===== src/rtl/approx_mult_err_pkg.sv =====
// approx_mult_err_pkg: shared widths, state encoding and saturating add for the error monitor
package approx_mult_err_pkg;
  localparam int OP_W = 8;
  localparam int PROD_W = 16;
  typedef enum logic [1:0] {IDLE, ACCUM, DRAIN, DONE} state_t;
  // Saturating unsigned add clamped to a w-bit ceiling (w <= 32).
  function automatic logic [31:0] sat_add(input logic [31:0] acc, input logic [31:0] inc, input int w);
    logic [32:0] s;
    logic [32:0] m;
    s = {1'b0, acc} + {1'b0, inc};
    m = (33'd1 << w) - 33'd1;
    return s > m ? m[31:0] : s[31:0];
  endfunction
endpackage


===== src/rtl/mult8_exact_ref.sv =====
// mult8_exact_ref: combinational golden 8x8 unsigned multiply
//   a, b : operands (OP_W)
//   p    : exact product (PROD_W)
module mult8_exact_ref
  import approx_mult_err_pkg::*;
(
  input  logic [OP_W-1:0]   a,
  input  logic [OP_W-1:0]   b,
  output logic [PROD_W-1:0] p
);
  assign p = PROD_W'(a) * PROD_W'(b);
endmodule


===== src/rtl/approx_mult_err_monitor.sv =====
// approx_mult_err_monitor: windowed error statistics of an approximate 8x8 multiplier
//   clk, rst_n            : clock, synchronous active-low reset
//   start                 : open a new window (IDLE only)
//   in_valid / in_ready   : sample handshake for a_in, b_in, p_approx
//   busy, done            : window in progress / one-cycle results-valid pulse
//   err_count, err_sum, err_max, med : window results, held until the next done
//   err_bias              : signed saturating sum of (p_approx - exact), only with ERR_BIAS_EN
module approx_mult_err_monitor
  import approx_mult_err_pkg::*;
#(
  parameter int N_SAMPLES = 256,
  parameter int ACC_W = 24
) (
  input  logic              clk,
  input  logic              rst_n,
  input  logic              start,
  input  logic              in_valid,
  output logic              in_ready,
  input  logic [OP_W-1:0]   a_in,
  input  logic [OP_W-1:0]   b_in,
  input  logic [PROD_W-1:0] p_approx,
  output logic              busy,
  output logic              done,
  output logic [15:0]       err_count,
  output logic [ACC_W-1:0]  err_sum,
  output logic [PROD_W-1:0] err_max,
  output logic [15:0]       med
`ifdef ERR_BIAS_EN
  ,
  output logic signed [ACC_W:0] err_bias
`endif
);
  localparam int LOG2N = $clog2(N_SAMPLES);
  localparam int CNT_W = LOG2N + 1;
  state_t state, state_nx;
  logic [CNT_W-1:0] cnt;
  logic [PROD_W-1:0] exact, s1_exact, s1_approx, diff;
  logic s1_v, accept, last;
  logic [15:0] acc_cnt;
  logic [ACC_W-1:0] acc_sum;
  logic [PROD_W-1:0] acc_max;
  logic [ACC_W+PROD_W-1:0] sum_sh;
  mult8_exact_ref u_ref (.a(a_in), .b(b_in), .p(exact));
  always_comb begin
    in_ready = state == ACCUM && cnt < CNT_W'(N_SAMPLES);
    accept = in_valid && in_ready;
    last = accept && cnt == CNT_W'(N_SAMPLES - 1);
    state_nx = state == IDLE  ? (start ? ACCUM : IDLE) :
               state == ACCUM ? (last ? DRAIN : ACCUM) :
               state == DRAIN ? (s1_v ? DRAIN : DONE) : IDLE;
    busy = state == ACCUM || state == DRAIN;
    done = state == DONE;
    diff = s1_exact >= s1_approx ? s1_exact - s1_approx : s1_approx - s1_exact;
    sum_sh = {{PROD_W{1'b0}}, acc_sum} >> LOG2N;
  end
  // Results load on the edge leaving DRAIN, once S2 has absorbed the last sample.
  always_ff @(posedge clk) begin
    if (!rst_n) begin
      state <= IDLE;
      cnt <= '0;
      s1_v <= 1'b0;
      s1_exact <= '0;
      s1_approx <= '0;
      acc_cnt <= '0;
      acc_sum <= '0;
      acc_max <= '0;
      err_count <= '0;
      err_sum <= '0;
      err_max <= '0;
      med <= '0;
    end else begin
      state <= state_nx;
      s1_v <= accept;
      if (accept) begin
        cnt <= cnt + 1'b1;
        s1_exact <= exact;
        s1_approx <= p_approx;
      end
      if (s1_v) begin
        acc_cnt <= acc_cnt + 16'(diff != '0);
        acc_sum <= ACC_W'(sat_add(32'(acc_sum), 32'(diff), ACC_W));
        acc_max <= diff > acc_max ? diff : acc_max;
      end
      if (state == IDLE && start) begin
        cnt <= '0;
        s1_v <= 1'b0;
        acc_cnt <= '0;
        acc_sum <= '0;
        acc_max <= '0;
      end
      if (state == DRAIN && !s1_v) begin
        err_count <= acc_cnt;
        err_sum <= acc_sum;
        err_max <= acc_max;
        med <= sum_sh[15:0];
      end
    end
  end
`ifdef ERR_BIAS_EN
  localparam int BW = (ACC_W + 2 > PROD_W + 2) ? ACC_W + 2 : PROD_W + 2;
  localparam logic signed [BW-1:0] B_HI = (BW'(1) << ACC_W) - BW'(1);
  localparam logic signed [BW-1:0] B_LO = -(BW'(1) << ACC_W);
  logic signed [PROD_W:0] s1_delta;
  logic signed [ACC_W:0] acc_bias;
  logic signed [BW-1:0] bias_nx;
  always_comb begin
    bias_nx = BW'(acc_bias) + BW'(s1_delta);
    bias_nx = bias_nx > B_HI ? B_HI : bias_nx < B_LO ? B_LO : bias_nx;
  end
  always_ff @(posedge clk) begin
    if (!rst_n) begin
      s1_delta <= '0;
      acc_bias <= '0;
      err_bias <= '0;
    end else begin
      if (accept) s1_delta <= $signed({1'b0, p_approx}) - $signed({1'b0, exact});
      if (s1_v) acc_bias <= bias_nx[ACC_W:0];
      if (state == IDLE && start) acc_bias <= '0;
      if (state == DRAIN && !s1_v) err_bias <= acc_bias;
    end
  end
`endif
endmodule


===== config.mk =====
export PLATFORM = sky130hd
export DESIGN_NAME = approx_mult_err_monitor
export DESIGN_NICKNAME = d
export VERILOG_FILES = /design/src/rtl/approx_mult_err_pkg.sv /design/src/rtl/mult8_exact_ref.sv /design/src/rtl/approx_mult_err_monitor.sv
export SDC_FILE = /design/constraint.sdc
export NUM_CORES = 1
export LEC_CHECK = 0
export CORE_AREA = 2 2 144 146
export CTS_BUF_LIST = sky130_fd_sc_hd__clkbuf_8
export DETAILED_ROUTE_END_ITERATION = 16
export DIE_AREA = 0 0 146 148
export GPL_TIMING_DRIVEN = 0
export MAX_ROUTING_LAYER = met4
export PLACE_DENSITY = 0.75
export SLEW_MARGIN = 20
export SYNTH_ARGS = -nofsm -noshare
export SYNTH_HDL_FRONTEND = slang
export SYNTH_SLANG_ARGS = --single-unit

===== constraint.sdc =====
create_clock -name clk -period 5.4 [get_ports clk]
set_clock_uncertainty 0.2 [all_clocks]
set_input_delay 1.08 -clock clk [delete_from_list [all_inputs] [get_ports clk]]
set_output_delay 1.08 -clock clk [all_outputs]
set_load 0.005 [all_outputs]

[Word level (Yosys, flattened, before mapping)]
Index checks and enable logic that the tools add are counted.
Storage, ports and cells
  bits in registers: 172
  input port bits: 36
Operators by class
  eq/ne operators: 4
  magnitude comparators: 4
  bitwise gates (word level): 1
  multiplexer cells: 8
  reduce and logical (&&, ||, !) cells: 11
  add/sub/neg operators: 5
  $mul: 1
Operator list (count)
  $sub A16 B16 Y16: 2
  $add A24 B16 Y25: 1
  $gt A25 B24 Y1 const B: 1
  $mux W24: 1
  $add A16 B1 Y16: 1
  $ge A16 B16 Y1: 1
  $gt A16 B16 Y1: 1
  $mul A8 B8 Y16: 1
  $mux W16: 1
  $reduce_bool A16 Y1: 1
  $add A9 B1 Y9 const B: 1
  $eq A9 B8 Y1 const B: 1
  $lt A9 B9 Y1 const B: 1
  $mux W2: 4
  $logic_and A1 B1 Y1: 5
  $eq A2 B2 Y1 const B: 2
  $eq A2 B1 Y1 const B: 1
  $logic_not A2 Y1: 1
  $mux W1: 2
  $reduce_and A2 Y1: 1
  $reduce_or A2 Y1: 1
  $logic_not A1 Y1: 1
  $logic_or A1 B1 Y1: 1
  $not A1 Y1: 1

[Logic depth before layout (Yosys ltp)]
Gate-level depths: netlist (run 1).
  depth in word-level cells: 7
  gate-level depth with buffers: 23

[Hierarchy]
A second synthesis (run 1) with hierarchy kept.
Second synthesis, totals
  cell total of the unflattened synthesis: 1336
  area total of the unflattened synthesis: 10943.0 um^2
By module, submodules not included
  approx_mult_err_monitor: cells each 1093, instances 1, sequential area each 3123.0 um^2, area an instance 8836.0 um^2
  mult8_exact_ref: cells each 243, instances 1, sequential area each 0.0 um^2, area an instance 2107.0 um^2

[Worst setup path after synthesis (run 1)]
Ideal clock, no wire load.
  path kind: input -> register
  from: input b_in[4]
  to: register s1_exact[15]
  setup time: 132 ps
  path buffers: 0
  cell stages on the path: 17
  required time: 5068 ps
  arrival time: 4979 ps
  slack: 88 ps
  cell sequence: and2_1 -> fa_1 -> fa_1 -> inv_1 -> fa_1 -> fa_1 -> inv_1 -> ha_1 -> o21ai_0 -> a21oi_1 -> o21ai_0 -> nand2b_1 -> a21o_1 -> a41o_1 -> o41a_1 -> xnor2_1 -> a21oi_1
On the way
  word-level cells in the longest chain between the ends: 1
RTL lines
  start, declared: line approx_mult_err_monitor.sv:20  | input logic [OP_W-1:0] b_in,
  $mul A8 B8 Y16: line mult8_exact_ref.sv:11  | assign p = PROD_W'(a) * PROD_W'(b);
  end signal, assigned: line approx_mult_err_monitor.sv:76  | s1_exact <= exact;
  end, declared: line approx_mult_err_monitor.sv:37  | logic [PROD_W-1:0] exact, s1_exact, s1_approx, diff;
Every way passes these cells.
A chain may end at the register's enable or synchronous reset.

[Worst setup path after layout (run 1)]
  from: input b_in[0]
  to: register s1_exact[14]
Same word-level chain as after synthesis.

==> results by group, run 1 <==
Pwr
  – Peak VDD IR: 0.207 mV
  – LEAKAGE: 5.08 nW
  – Pwr Density: 356 nW/µm²

Timing
  – Worst-Margin Slew: 0.625 ns
  – Setup tns final: 0 ns
  – Fmax: 190 MHz
  – Worst hold slack: 0.268 ns
  – Rel. slew slack: 0.583
  – Crit path time final: 5.27 ns
  – Final Max Slew Viols: 0
  – Fin. Hold Viols: 0
  – Period utilization: 0.976
  – RSZ-0062 raised after global routing: true
  – Final setup viols: 0

Critical path
  – Critical R2R Launch: s1_exact[11]$_SDFFE_PN0P_
  – Bufs and invs on worst path: 3
  – RR Endpoint: acc_cnt[13]$_SDFFE_PP0P_
  – WP data arrival: 5.44 ns
  – Slowest CP cell: clkdlybuf4s50_1
  – CP max FO: 8
  – Critical Path RT: 5.57 ns
  – Critical Setup Path Class: primary input to flop
  – Crit-path cells: clkdlybuf4s50_1 -> and2_1 -> fa_1 -> ha_1 -> inv_1 -> fa_1 -> inv_1 -> ha_1 -> a21o_1 -> a21o_1 -> a21oi_1 -> o21bai_1 -> a21oi_1 -> o21ai_0 -> o41ai_2 -> xnor2_1 -> o21ai_0 -> and2_1
  – CP startpoint: b_in[0]
  – R2R depth: 21
  – Worst path max stage delay: 0.63 ns
  – Startpoint types: primary input
  – Flop2flop setup slack: 0.20 ns
  – Worst setup EP type: flop
  – Critical path's top delay family: adder cells

Global routing
  – Total congestion overflow: 0
  – Antenna violations before repair: 0
  – First-pass GRT wire length: 42200 µm
  – Met2 Usage GRT: 0.439
  – GRT Total Usage: 0.247
  – Grt peak-use layer: met2
  – Met3 GRT Util: 0.0330
  – Vias in the first global route: 8928
  – Met1 Use GR: 0.287
  – Largest net degree at the start of global routing: 17

Placed design
  – I/O Buffers: 109
  – RD Place Congestion: 0.929
  – Dpl hpwl: 20600 µm

Clock tree
  – Clock transition at the registers of the reported paths: 0.09 ns
  – Clock sink count: 156
  – CTS Buf Count: 17
  – Post-CTS Hold Fix Bufs: 0
  – H-tree depth reported by CTS: 4
  – Max Root-Sink Buffers: 2
  – Clk_lat worst skew: 0.48 ns
  – Clk root buf: clkbuf_8
  – CTS tree: built

Final layout
  – Layout cells sized above 1: 0.0854
  – N_diodes: 0
  – Area delta synth->final: 19.8%
  – Final core occ: 0.634
  – Nets: 1611

Floorplan
  – Starting density of the core: 0.529
  – I/O Pins: 111
  – Chip Width: 146 µm
  – Core area: 20000 µm²
  – # rows: 52
  – Die H: 148 µm
  – Die area: 21600 µm²

Synthesis
  – Mapped Avg Cell Area: 8.22 µm²
  – Register bit total from synthesis: 156
  – Post-synth EDFFs: 0
  – Cells after synthesis: 1289
  – Synth area leader: dfxtp_1
  – Async SR Flop Fraction: 0
  – Synth top area share: 0.295
  – Area contributors post-synth: dfxtp_1 (29%), ha_1 (13%), nand2_1 (8.5%), fa_1 (7.4%), a21boi_0 (5.5%)
  – Netlist cell types: 58
  – Ys Warns: 0
  – Synthesized net count: 1472
  – Ys flop type: dfxtp_1
  – Area of the mapped netlist: 10600 µm²
  – Sequential share of the synthesized area: 0.295

Status
  – Outcome: completed

Drt
  – Average wire per standard cell: 15.3 µm
  – Final ANT Viol Nets: 0
  – DR iter-0 viols: 563
  – Avg Vias per Cell: 5.38
  – Overall routed net length: 26200 µm
  – # DRC: 0
  – Vias: 9210
  – DRT Pass-1 Iters: 5

Min path
  – Hold path start: err_sum[5]$_SDFFE_PN0P_
  – Class of the worst hold path: flop to flop
  – Hold depth: 2
  – Endpoint, Worst Hold: err_sum[5]$_SDFFE_PN0P_

Run
  – Max-cap violations: 0
synthesized netlist by cell type (14+ instances only):
master    number
a21oi_1       61
inv_1        111
mux2i_1       17
o21ai_0       46
ha_1         108
nand3_1       33
a31oi_1       21
buf_4         16
a21o_1        22
xnor2_1       24
clkbuf_1      43
and2_1        44
xor2_1        31
nor2_1        56
fa_1          39
dfxtp_1      156
nand2_1      241
a21boi_0      78
nand4_1       14
nor3_1        14
metal layers:
layer / vias up / wire length, µm / share of wire
met5: - / 0 / 0
met4: 0 / 714 / 0.027
met3: 55 / 1260 / 0.048
met2: 262 / 13200 / 0.50
met1: 4300 / 11000 / 0.42
li1: 4593 / - / -
report_power, final:
part | switching, mW | internal, mW | total, mW
Combinational | 1.34 | 1.06 | 2.40
Clock | 0.496 | 0.428 | 0.925
Sequential | 0.0276 | 1.17 | 1.20
logic make-up (layout without fill, tap and decap cells):
group,count (synthesis),count (layout),synth area share
simple gates,446,446,0.190
fa+ha+maj,147,147,0.201
flops,156,156,0.295
mux,19,19,0.0182
buf+inv,185,337,0.0728
compound gates,281,281,0.178
xor+xnor,55,55,0.0454
worst register-to-register path, cell delays in order (launching register included):
cell and delay [ns]:
dfxtp_1 0.43, inv_1 0.07, ha_1 0.28, buf_2 0.17, nor3b_2 0.20, o31ai_4 0.27
o211ai_1 0.18, o21ai_4 0.21, buf_8 0.18, mux2i_4 0.28, xnor2_4 0.12, or4_1 0.51
or3_1 0.31, or4_4 0.52, ha_2 0.20, nand4_1 0.12, nor2_1 0.08, and3_1 0.23
and2_4 0.19, nand4_1 0.10, xor2_1 0.16, nor2_1 0.05
sequential cells by signal, indices dropped and copies added, names as in the netlist:
| register | flops |
|---|---|
| acc_sum | 24 |
| err_sum | 24 |
| acc_cnt | 16 |
| acc_max | 16 |
| err_count | 16 |
| err_max | 16 |
| s1_approx | 16 |
| s1_exact | 16 |
| cnt | 9 |
| state | 2 |
| s1_v | 1 |
area by class of cell:
type | instances | area [µm²]
Fill cell | 1817 | 7340
Inverter | 111 | 417
Timing Repair Buffer | 121 | 1160
Tap cell | 270 | 338
Clock inverter | 15 | 180
Clock buffer | 17 | 234
Multi-Input combinational cell | 948 | 6880
Buffer | 73 | 368
Sequential cell | 156 | 3130
worst max path at each step:
stage	slack, ns	depth (start not counted)	endpoint
finish	0.13	18	s1_exact[14]$_SDFFE_PN0P_
global route	-0.03	22	acc_cnt[11]$_SDFFE_PP0P_
CTS	0.002	22	acc_cnt[13]$_SDFFE_PP0P_
floorplan	0.09	17	s1_exact[15]$_SDFFE_PN0P_
global placement	-0.82	18	s1_exact[15]$_SDFFE_PN0P_
detailed placement	-0.89	18	s1_exact[15]$_SDFFE_PN0P_
what timing repair did:
action	in CTS	in global routing
resized for setup	40	49
setup endpoints to repair	39	39
cloned	0	0
pin swaps	1	8
setup buffers	2	10
cell usage in the layout (no fill, tap or decap), drive strengths merged, types with 7 or more instances in the layout:
master | Yosys | routed
a21boi | 78 | 78
and2 | 44 | 44
clkbuf | 43 | 65
xor2 | 31 | 31
buf | 31 | 45
nand2 | 241 | 241
o21ai | 47 | 47
o31ai | 7 | 7
a31oi | 21 | 21
clkdlybuf4s50 | 0 | 96
dfxtp | 156 | 156
nor2 | 56 | 56
ha | 108 | 108
nor3 | 14 | 14
or3 | 9 | 9
nand4 | 14 | 14
inv | 111 | 119
fa | 39 | 39
a21oi | 61 | 61
nand3 | 33 | 33
nor2b | 9 | 9
xnor2 | 24 | 24
a21o | 22 | 22
mux2i | 17 | 17
per-stage QoR:
stage	instances	worst slack, ns	power, mW	area [µm²]
floorplan	1289	0.0883	2.85	10600
global placement	1668	-0.822	3.31	12000
detailed placement	1668	-0.890	3.36	12000
CTS	1702	0.00180	4.36	12500
global route	1711	-0.0267	4.85	12700
finish	1711	0.131	4.52	12700
Note: power is estimated with default switching activity, not from simulation.
==> inputs of run 2 (changes only) <==
- ABC_AREA: not set -> 1
- CORE_AREA: 2 2 144 146 -> 2 2 152 154
- CTS_BUF_LIST: sky130_fd_sc_hd__clkbuf_8 -> not set
- DIE_AREA: 0 0 146 148 -> 0 0 154 156
- PLACE_DENSITY: 0.75 -> 0.74
- SLEW_MARGIN: 20 -> not set
==> run 2 against run 1 <==
  * Utilization shrank 2.4 points
  * Area after synthesis grew 11%
  * Non-clock buffer count shrank 21
  * Sequential power is essentially flat
  * Synthesized cell count grew 35%
  * Flip-flop and latch count is the same
  * Routed wire length grew 21%
  * Fmax grew 7.5%
  * Largest cell class unchanged
==> results by group, run 2 <==
Final layout
  – Nets: 2031 (was 1611)
  – Commonest non-fill, non-tap cell in the layout: nand2_1 (unchanged)
  – Most frequent cells in the layout: nand2_1 (420), inv_1 (308), a21oi_1 (163), dfxtp_1 (156), o21ai_0 (131) (was nand2_1 (240), dfxtp_1 (154), inv_1 (111), ha_1 (106), clkdlybuf4s50_1 (96))
  – Regs by FF count: acc_sum: 24 flops, err_sum: 24 flops (unchanged)
  – Design area: 13600 µm² (was 12700 µm²)
  – Fill cells: 2089 (was 1817)
  – Layout cells sized above 1: 0.0478 (was 0.0854)
  – Area delta synth->final: 16.4% (was 19.8%)

Drt
  – # DRC: 0 (unchanged)
  – Overall routed net length: 31700 µm (was 26200 µm)
  – Average wire per standard cell: 14.8 µm (was 15.3 µm)
  – DRT Pass-1 Iters: 5 (unchanged)
  – Avg Vias per Cell: 5.23 (was 5.38)
  – DR iter-0 viols: 671 (was 563)
  – Final ANT Viol Nets: 0 (unchanged)
  – Vias: 11200 (was 9210)

Floorplan
  – Die area: 24000 µm² (was 21600 µm²)
  – # rows: 55 (was 52)
  – Core area: 22400 µm² (was 20000 µm²)
  – Die H: 156 µm (was 148 µm)
  – Chip Width: 154 µm (was 146 µm)
  – I/O Pins: 111 (unchanged)
  – Starting density of the core: 0.524 (was 0.529)

Timing
  – Rel. slew slack: 0.571 (was 0.583)
  – Fin. Hold Viols: 0 (unchanged)
  – Worst hold slack: 0.271 ns (was 0.268 ns)
  – RSZ-0062 raised after global routing: false (was true)
  – Worst-Margin Slew: 0.643 ns (was 0.625 ns)
  – Period utilization: 0.908 (was 0.976)
  – Final setup viols: 0 (unchanged)
  – Final Max Slew Viols: 0 (unchanged)
  – Setup tns final: 0 ns (unchanged)
  – Crit path time final: 4.90 ns (was 5.27 ns)
  – Fmax: 204 MHz (was 190 MHz)

Pwr
  – Comb pwr share: 0.456 (was 0.530)
  – Peak VDD IR: 0.180 mV (was 0.207 mV)
  – Pwr Density: 326 nW/µm² (was 356 nW/µm²)
  – Switch Pwr: 1.93 mW (was 1.87 mW)
  – Clock power share: 0.277 (was 0.204)
  – Internal cell power: 2.51 mW (was 2.66 mW)
  – LEAKAGE: 6.69 nW (was 5.08 nW)
  – Sequential power share: 0.267 (was 0.266)
  – Switching fraction of total power: 0.434 (was 0.413)

Global routing
  – Met1 Use GR: 0.350 (was 0.287)
  – Vias in the first global route: 10800 (was 8928)
  – Antenna violations before repair: 0 (unchanged)
  – GRT Total Usage: 0.279 (was 0.247)
  – Grt peak-use layer: met2 (unchanged)
  – Largest net degree at the start of global routing: 20 (was 17)
  – Total congestion overflow: 0 (unchanged)
  – Met2 Usage GRT: 0.464 (was 0.439)
  – First-pass GRT wire length: 52500 µm (was 42200 µm)
  – Met3 GRT Util: 0.0469 (was 0.0330)

Synthesis
  – Synth top area share: 0.267 (was 0.295)
  – Ys Warns: 0 (unchanged)
  – Async SR Flop Fraction: 0 (unchanged)
  – Cells after synthesis: 1735 (was 1289)
  – Post-synth EDFFs: 0 (unchanged)
  – Sequential share of the synthesized area: 0.267 (was 0.295)
  – Ys flop type: dfxtp_1 (unchanged)
  – Mapped Avg Cell Area: 6.75 µm² (was 8.22 µm²)
  – Synth area leader: dfxtp_1 (unchanged)
  – Synthesized net count: 1918 (was 1472)
  – Area of the mapped netlist: 11700 µm² (was 10600 µm²)
  – Netlist cell types: 44 (was 58)
  – Area contributors post-synth: dfxtp_1 (27%), nand2_1 (13%), ha_1 (12%), inv_1 (9.9%), a21oi_1 (7.0%) (was dfxtp_1 (29%), ha_1 (13%), nand2_1 (8.5%), fa_1 (7.4%), a21boi_0 (5.5%))
  – Register bit total from synthesis: 156 (unchanged)
  – Commonest cells in the netlist: nand2_1 (420), inv_1 (308), a21oi_1 (163), dfxtp_1 (156), o21ai_0 (131) (was nand2_1 (241), dfxtp_1 (156), inv_1 (111), ha_1 (108), a21boi_0 (78))
  – Top-count cell post-synth: nand2_1 (unchanged)

Clock tree
  – Post-CTS Hold Fix Bufs: 0 (unchanged)
  – Max Root-Sink Buffers: 2 (unchanged)
  – Clk_lat worst skew: 0.44 ns (was 0.48 ns)
  – # resized after CTS: 0 (was 40)
  – Clock sink count: 156 (unchanged)
  – CTS Buf Count: 17 (unchanged)
  – Clock transition at the registers of the reported paths: 0.07 ns (was 0.09 ns)
  – CTS tree: built (unchanged)
  – H-tree depth reported by CTS: 4 (unchanged)
  – Clk root buf: clkbuf_16 (was clkbuf_8)
  – # Post-CTS Setup Buffers: 0 (was 2)

Critical path
  – Startpoint types: primary input (unchanged)
  – CP max FO: 8 (unchanged)
  – Worst path max stage delay: 0.55 ns (was 0.63 ns)
  – Worst setup EP type: flop (unchanged)
  – Crit-path cells: clkbuf_1 -> nand2_1 -> fa_1 -> inv_1 -> fa_1 -> fa_1 -> fa_1 -> ha_1 -> a21oi_1 -> o21ai_0 -> a21o_1 -> nand3_1 -> nand2_1 -> a21oi_1 -> o21ai_0 -> nand2_1 -> inv_1 (was clkdlybuf4s50_1 -> and2_1 -> fa_1 -> ha_1 -> inv_1 -> fa_1 -> inv_1 -> ha_1 -> a21o_1 -> a21o_1 -> a21oi_1 -> o21bai_1 -> a21oi_1 -> o21ai_0 -> o41ai_2 -> xnor2_1 -> o21ai_0 -> and2_1)
  – Most frequent CP cell: fa_1
  – Critical Setup Path Class: primary input to flop (unchanged)
  – WP data arrival: 5.03 ns (was 5.44 ns)
  – Slowest CP cell: fa_1 (was clkdlybuf4s50_1)
  – Critical Path RT: 5.53 ns (was 5.57 ns)

Placed design
  – Dpl hpwl: 25600 µm (was 20600 µm)
  – Area of placed instances: 13000 µm² (was 12000 µm²)
  – I/O Buffers: 94 (was 109)
  – RD Place Congestion: 0.933 (was 0.929)

Status
  – Outcome: completed (unchanged)

Min path
  – Class of the worst hold path: flop to flop (unchanged)

Run
  – Max-cap violations: 0 (unchanged)
## run 2: logic make-up after synthesis
logic type               Yosys count  share of synthesized area
adder cells (fa/ha/maj)          147                      0.182
AO/OA/AOI/OAI                    330                      0.148
flip-flops                       156                      0.267
XOR/XNOR                          35                     0.0262
AND/OR/NAND/NOR                  675                      0.245
buffers and inverters            392                      0.133
## run 2: metrics by stage
stage,std cells,setup WS [ns],power (mW),utilization
after global routing,2146,0.224,4.79,0.610
after detailed placement,2114,0.0992,3.21,0.582
after global placement,2114,0.135,3.17,0.582
final,2147,0.498,4.44,0.610
after CTS,2146,0.513,4.44,0.610
after floorplan,1735,0.437,2.76,-
## run 2: power groups by stage
stage | clock, mW | combinational, mW | sequential, mW
finish | 1.23 | 2.03 | 1.18
global route | 1.29 | 2.32 | 1.19
CTS | 1.24 | 2.01 | 1.18
detailed placement | 0 | 2.00 | 1.21
global placement | 0 | 1.96 | 1.21
floorplan | 0 | 1.55 | 1.21
## run 2: area by class of cell
cell class              instances  area (µm²)  share of cell area
plain buffers                  79         380              0.0279
clock inverters                15         191              0.0140
inverters                     313        1170              0.0862
diodes                          1        2.50            0.000184
flip-flops and latches        156        3120               0.229
well taps                     285         357              0.0262
multi-input cells            1187        7040               0.516
clock buffers                  17         425              0.0312
repair buffers                 94         941              0.0690
## run 2: routing by layer
metal  wire (µm)  vias to the layer above
li1            -                     5701
met1       14600                     5195
met2       14800                      278
met3        1570                       47
met4         701                        0
met5           0                        -
## run 2: critical path, delay by kind of cell
kind            cells  cell delay [ns]
fa+ha+maj           5             2.42
buf+inv             3             0.41
compound gates      5             0.77
simple gates        4             0.36
## run 2: path summary, 6_finish.rpt
kind	slack [ns]	startpoint	to	cells after the start
worst min-delay path	0.27	err_sum[2]$_SDFFE_PN0P_	err_sum[2]$_SDFFE_PN0P_	2
worst min register to register	0.27	err_sum[2]$_SDFFE_PN0P_	err_sum[2]$_SDFFE_PN0P_	2
worst max-delay path	0.50	a_in[1]	s1_exact[11]$_SDFFE_PN0P_	17
worst max register to register	0.72	s1_exact[0]$_SDFFE_PN0P_	acc_sum[5]$_SDFFE_PP0P_	25
==> inputs of run 3 (changes only) <==
- clock period: 5.4 -> 4.2 ns (I/O delays scaled with it)
==> run 3 against run 2 <==
  * Power rose by 40%
  * Critical path depth did not move
  * Global-route usage rose by 0.22 points
  * Cell count rose by 0.61%
  * Routed wire length rose by 4.8%
  * Setup slack got worse by 0.38 ns
  * Non-clock buffer count rose by 14
  * First-iteration DRC count rose by 21%
  * Combinational power rose by 49%
  * Flip-flop and latch count did not move
  * Largest power group unchanged
  * Hold slack got worse by 0.0039 ns
==> results by group, run 3 (same netlist as run 2, synthesis figures left out) <==
Critical path
  – Worst path max stage delay: 0.57 ns (was 0.55 ns)
  – Critical Setup Path Class: primary input to flop (unchanged)
  – Slowest CP cell: fa_1 (unchanged)
  – Critical R2R Launch: s1_exact[0]$_SDFFE_PN0P_ (unchanged)
  – CP max FO: 6 (was 8)
  – Startpoint types: primary input (unchanged)
  – Critical Path RT: 4.35 ns (was 5.53 ns)
  – Crit-path cells: buf_12 -> nand2_4 -> fa_1 -> inv_2 -> fa_1 -> fa_1 -> fa_1 -> ha_4 -> a21oi_4 -> o21ai_2 -> a21o_1 -> nand3_2 -> nand2_2 -> a21oi_2 -> o21ai_1 -> nand2_1 -> inv_1 (was clkbuf_1 -> nand2_1 -> fa_1 -> inv_1 -> fa_1 -> fa_1 -> fa_1 -> ha_1 -> a21oi_1 -> o21ai_0 -> a21o_1 -> nand3_1 -> nand2_1 -> a21oi_1 -> o21ai_0 -> nand2_1 -> inv_1)
  – Most frequent CP cell: fa_1 (unchanged)
  – Worst setup EP type: flop (unchanged)
  – R2R depth: 25 (unchanged)
  – Levels on crit path: 17 (unchanged)
  – Critical path's top delay family: adder cells (unchanged)
  – WP data arrival: 4.23 ns (was 5.03 ns)
  – Bufs and invs on worst path: 3 (unchanged)
  – CP startpoint: b_in[7] (was a_in[1])

Clock tree
  – Clock transition at the registers of the reported paths: 0.07 ns (about the same)
  – CTS tree: built (unchanged)
  – Max Root-Sink Buffers: 2 (unchanged)
  – H-tree depth reported by CTS: 4 (unchanged)
  – Clk root buf: clkbuf_16 (unchanged)
  – CTS Buf Count: 17 (unchanged)
  – Clk_lat worst skew: 0.45 ns (was 0.44 ns)
  – Clock sink count: 156 (unchanged)

Drt
  – Vias: 11500 (was 11200)
  – # DRC: 0 (unchanged)
  – DRT Pass-1 Iters: 6 (was 5)
  – Overall routed net length: 33200 µm (was 31700 µm)
  – Average wire per standard cell: 15.4 µm (was 14.8 µm)
  – DR iter-0 viols: 810 (was 671)
  – Final ANT Viol Nets: 0 (unchanged)
  – Avg Vias per Cell: 5.33 (was 5.23)

Final layout
  – Area delta synth->final: 23.0% (was 16.4%)
  – Most frequent cells in the layout: nand2_1 (401), inv_1 (303), a21oi_1 (156), dfxtp_1 (155), o21ai_0 (124) (was nand2_1 (420), inv_1 (308), a21oi_1 (163), dfxtp_1 (156), o21ai_0 (131))
  – Regs by FF count: acc_sum: 24 flops, err_sum: 24 flops (unchanged)
  – Design area: 14400 µm² (was 13600 µm²)
  – Nets: 2045 (was 2031)
  – Non-Filler Instances: 2160 (was 2147)
  – Layout cells sized above 1: 0.101 (was 0.0478)
  – N_diodes: 0 (was 1)
  – Commonest non-fill, non-tap cell in the layout: nand2_1 (unchanged)

Placed design
  – Area of placed instances: 13300 µm² (was 13000 µm²)
  – RD Place Congestion: 0.930 (was 0.933)
  – Dpl hpwl: 25600 µm (about the same)
  – I/O Buffers: 94 (unchanged)
  – Dpl cells: 2114 (unchanged)

Timing
  – Rel. slew slack: 0.545 (was 0.571)
  – Worst-Margin Slew: 0.683 ns (was 0.643 ns)
  – Final Max Slew Viols: 0 (unchanged)
  – RSZ-0062 raised after global routing: true (was false)
  – Crit path time final: 4.08 ns
  – Fmax: 245 MHz
  – Fin. Hold Viols: 0 (unchanged)
  – Final setup viols: 0 (unchanged)
  – Period utilization: 0.973

Floorplan
  – Chip Width: 154 µm (unchanged)
  – I/O Pins: 111 (unchanged)
  – # rows: 55 (unchanged)
  – Starting density of the core: 0.524 (unchanged)
  – Die H: 156 µm (unchanged)
  – Core area: 22400 µm² (unchanged)
  – Die area: 24000 µm² (unchanged)

Min path
  – Class of the worst hold path: flop to flop (unchanged)
  – Hold depth: 2 (unchanged)
  – Hold path start: acc_cnt[15]$_SDFFE_PP0P_ (was err_sum[2]$_SDFFE_PN0P_)

Status
  – Outcome: completed (unchanged)

Run
  – Max-cap violations: 0 (unchanged)

Pwr
  – LEAKAGE: 6.96 nW (was 6.69 nW)
  – Total Power: 6.20 mW (was 4.44 mW)
  – Peak VDD IR: 0.302 mV (was 0.180 mV)
  – Pwr Density: 430 nW/µm² (was 326 nW/µm²)

Global routing
  – GRT Total Usage: 0.281 (was 0.279)
  – Largest net degree at the start of global routing: 21 (was 20)
  – First-pass GRT wire length: 52800 µm (was 52500 µm)
  – Vias in the first global route: 10900 (was 10800)
  – Antenna violations before repair: 0 (unchanged)
  – Total congestion overflow: 0 (unchanged)
==> run 3: changes by cell type in the layout (fill, tap and decap cells not counted), moves of 6 or more <==
cell	change
a21oi_1	-7
buf_4	+13
clkbuf_1	-15
ha_1	-21
ha_2	+6
ha_4	+15
nand2_1	-19
nand2_2	+14
o21ai_0	-7
==> run 3: path summary, 6_finish.rpt <==
kind | slack [ns] | end
min reg2reg | 0.27 | acc_cnt[15]$_SDFFE_PP0P_
max | 0.12 | s1_exact[11]$_SDFFE_PN0P_
min | 0.27 | acc_cnt[15]$_SDFFE_PP0P_
max reg2reg | 0.18 | acc_sum[12]$_SDFFE_PP0P_
==> run 3: report_power, final <==
group          switching, mW  internal, mW  total (mW)
sequential            0.0204          1.51        1.53
combinational           1.87          1.16        3.03
clock                  0.824         0.824        1.65
total                   2.72          3.49        6.20
==> run 3: cell type report <==
type                       instances  area (µm²)
inverter                         313        1170
sequential                       156        3120
timing repair buffer             108        1060
tap                              285         357
clock buffer                      17         425
multi-input combinational       1187        7460
fill                            2012        7960
clock inverter                    15         211
buffer                            79         596
==> run 3: through the flow <==
stage	worst slack [ns]	TNS [ns]	hold WS, ns	utilization
2_1_floorplan	-0.144	-0.355	0.233	-
3_3_place_gp	-0.399	-9.23	0.246	0.594
3_5_place_dp	-0.432	-10.92	0.254	0.594
4_1_cts	0.0233	0	0.265	0.625
5_1_grt	-0.0430	-0.173	0.294	0.644
6_report	0.115	0	0.267	0.644
==> run 3: routing by layer <==
metal,global-route usage,part of all wire,up-vias
met5,-,0,-
met4,0.0872,0.024,0
met3,0.0372,0.048,54
met2,0.473,0.48,327
met1,0.352,0.45,5383
li1,-,-,5748
==> run 3: what timing repair did <==
| item | in CTS | in global routing |
|---|---|---|
| setup buffers | 0 | 13 |
| cloned | 0 | 1 |
| pin swaps | 0 | 22 |
| endpoints found under the hold margin | 0 | 0 |
| endpoints found under the setup margin | 45 | 52 |
| gates resized for setup | 15 | 81 |
| hold buffers | 0 | 0 |
==> run 3: worst reg2reg max path, stage by stage (launching register included) <==
cell	delay, ns
dfxtp_1	0.32
inv_2	0.06
ha_2	0.17
inv_2	0.06
fa_2	0.40
nand3_2	0.09
nand3_2	0.08
nand2_1	0.08
nand2_2	0.07
nand2_4	0.11
nand3_4	0.14
clkbuf_16	0.21
nand2_1	0.10
nand2_4	0.10
fa_1	0.45
nand2_1	0.10
nand3_1	0.09
nand3_1	0.11
nand2_2	0.10
nand2_1	0.09
nand2_2	0.09
a21oi_1	0.20
xor2_1	0.27
nand3_1	0.11
nand2_1	0.08
inv_1	0.03
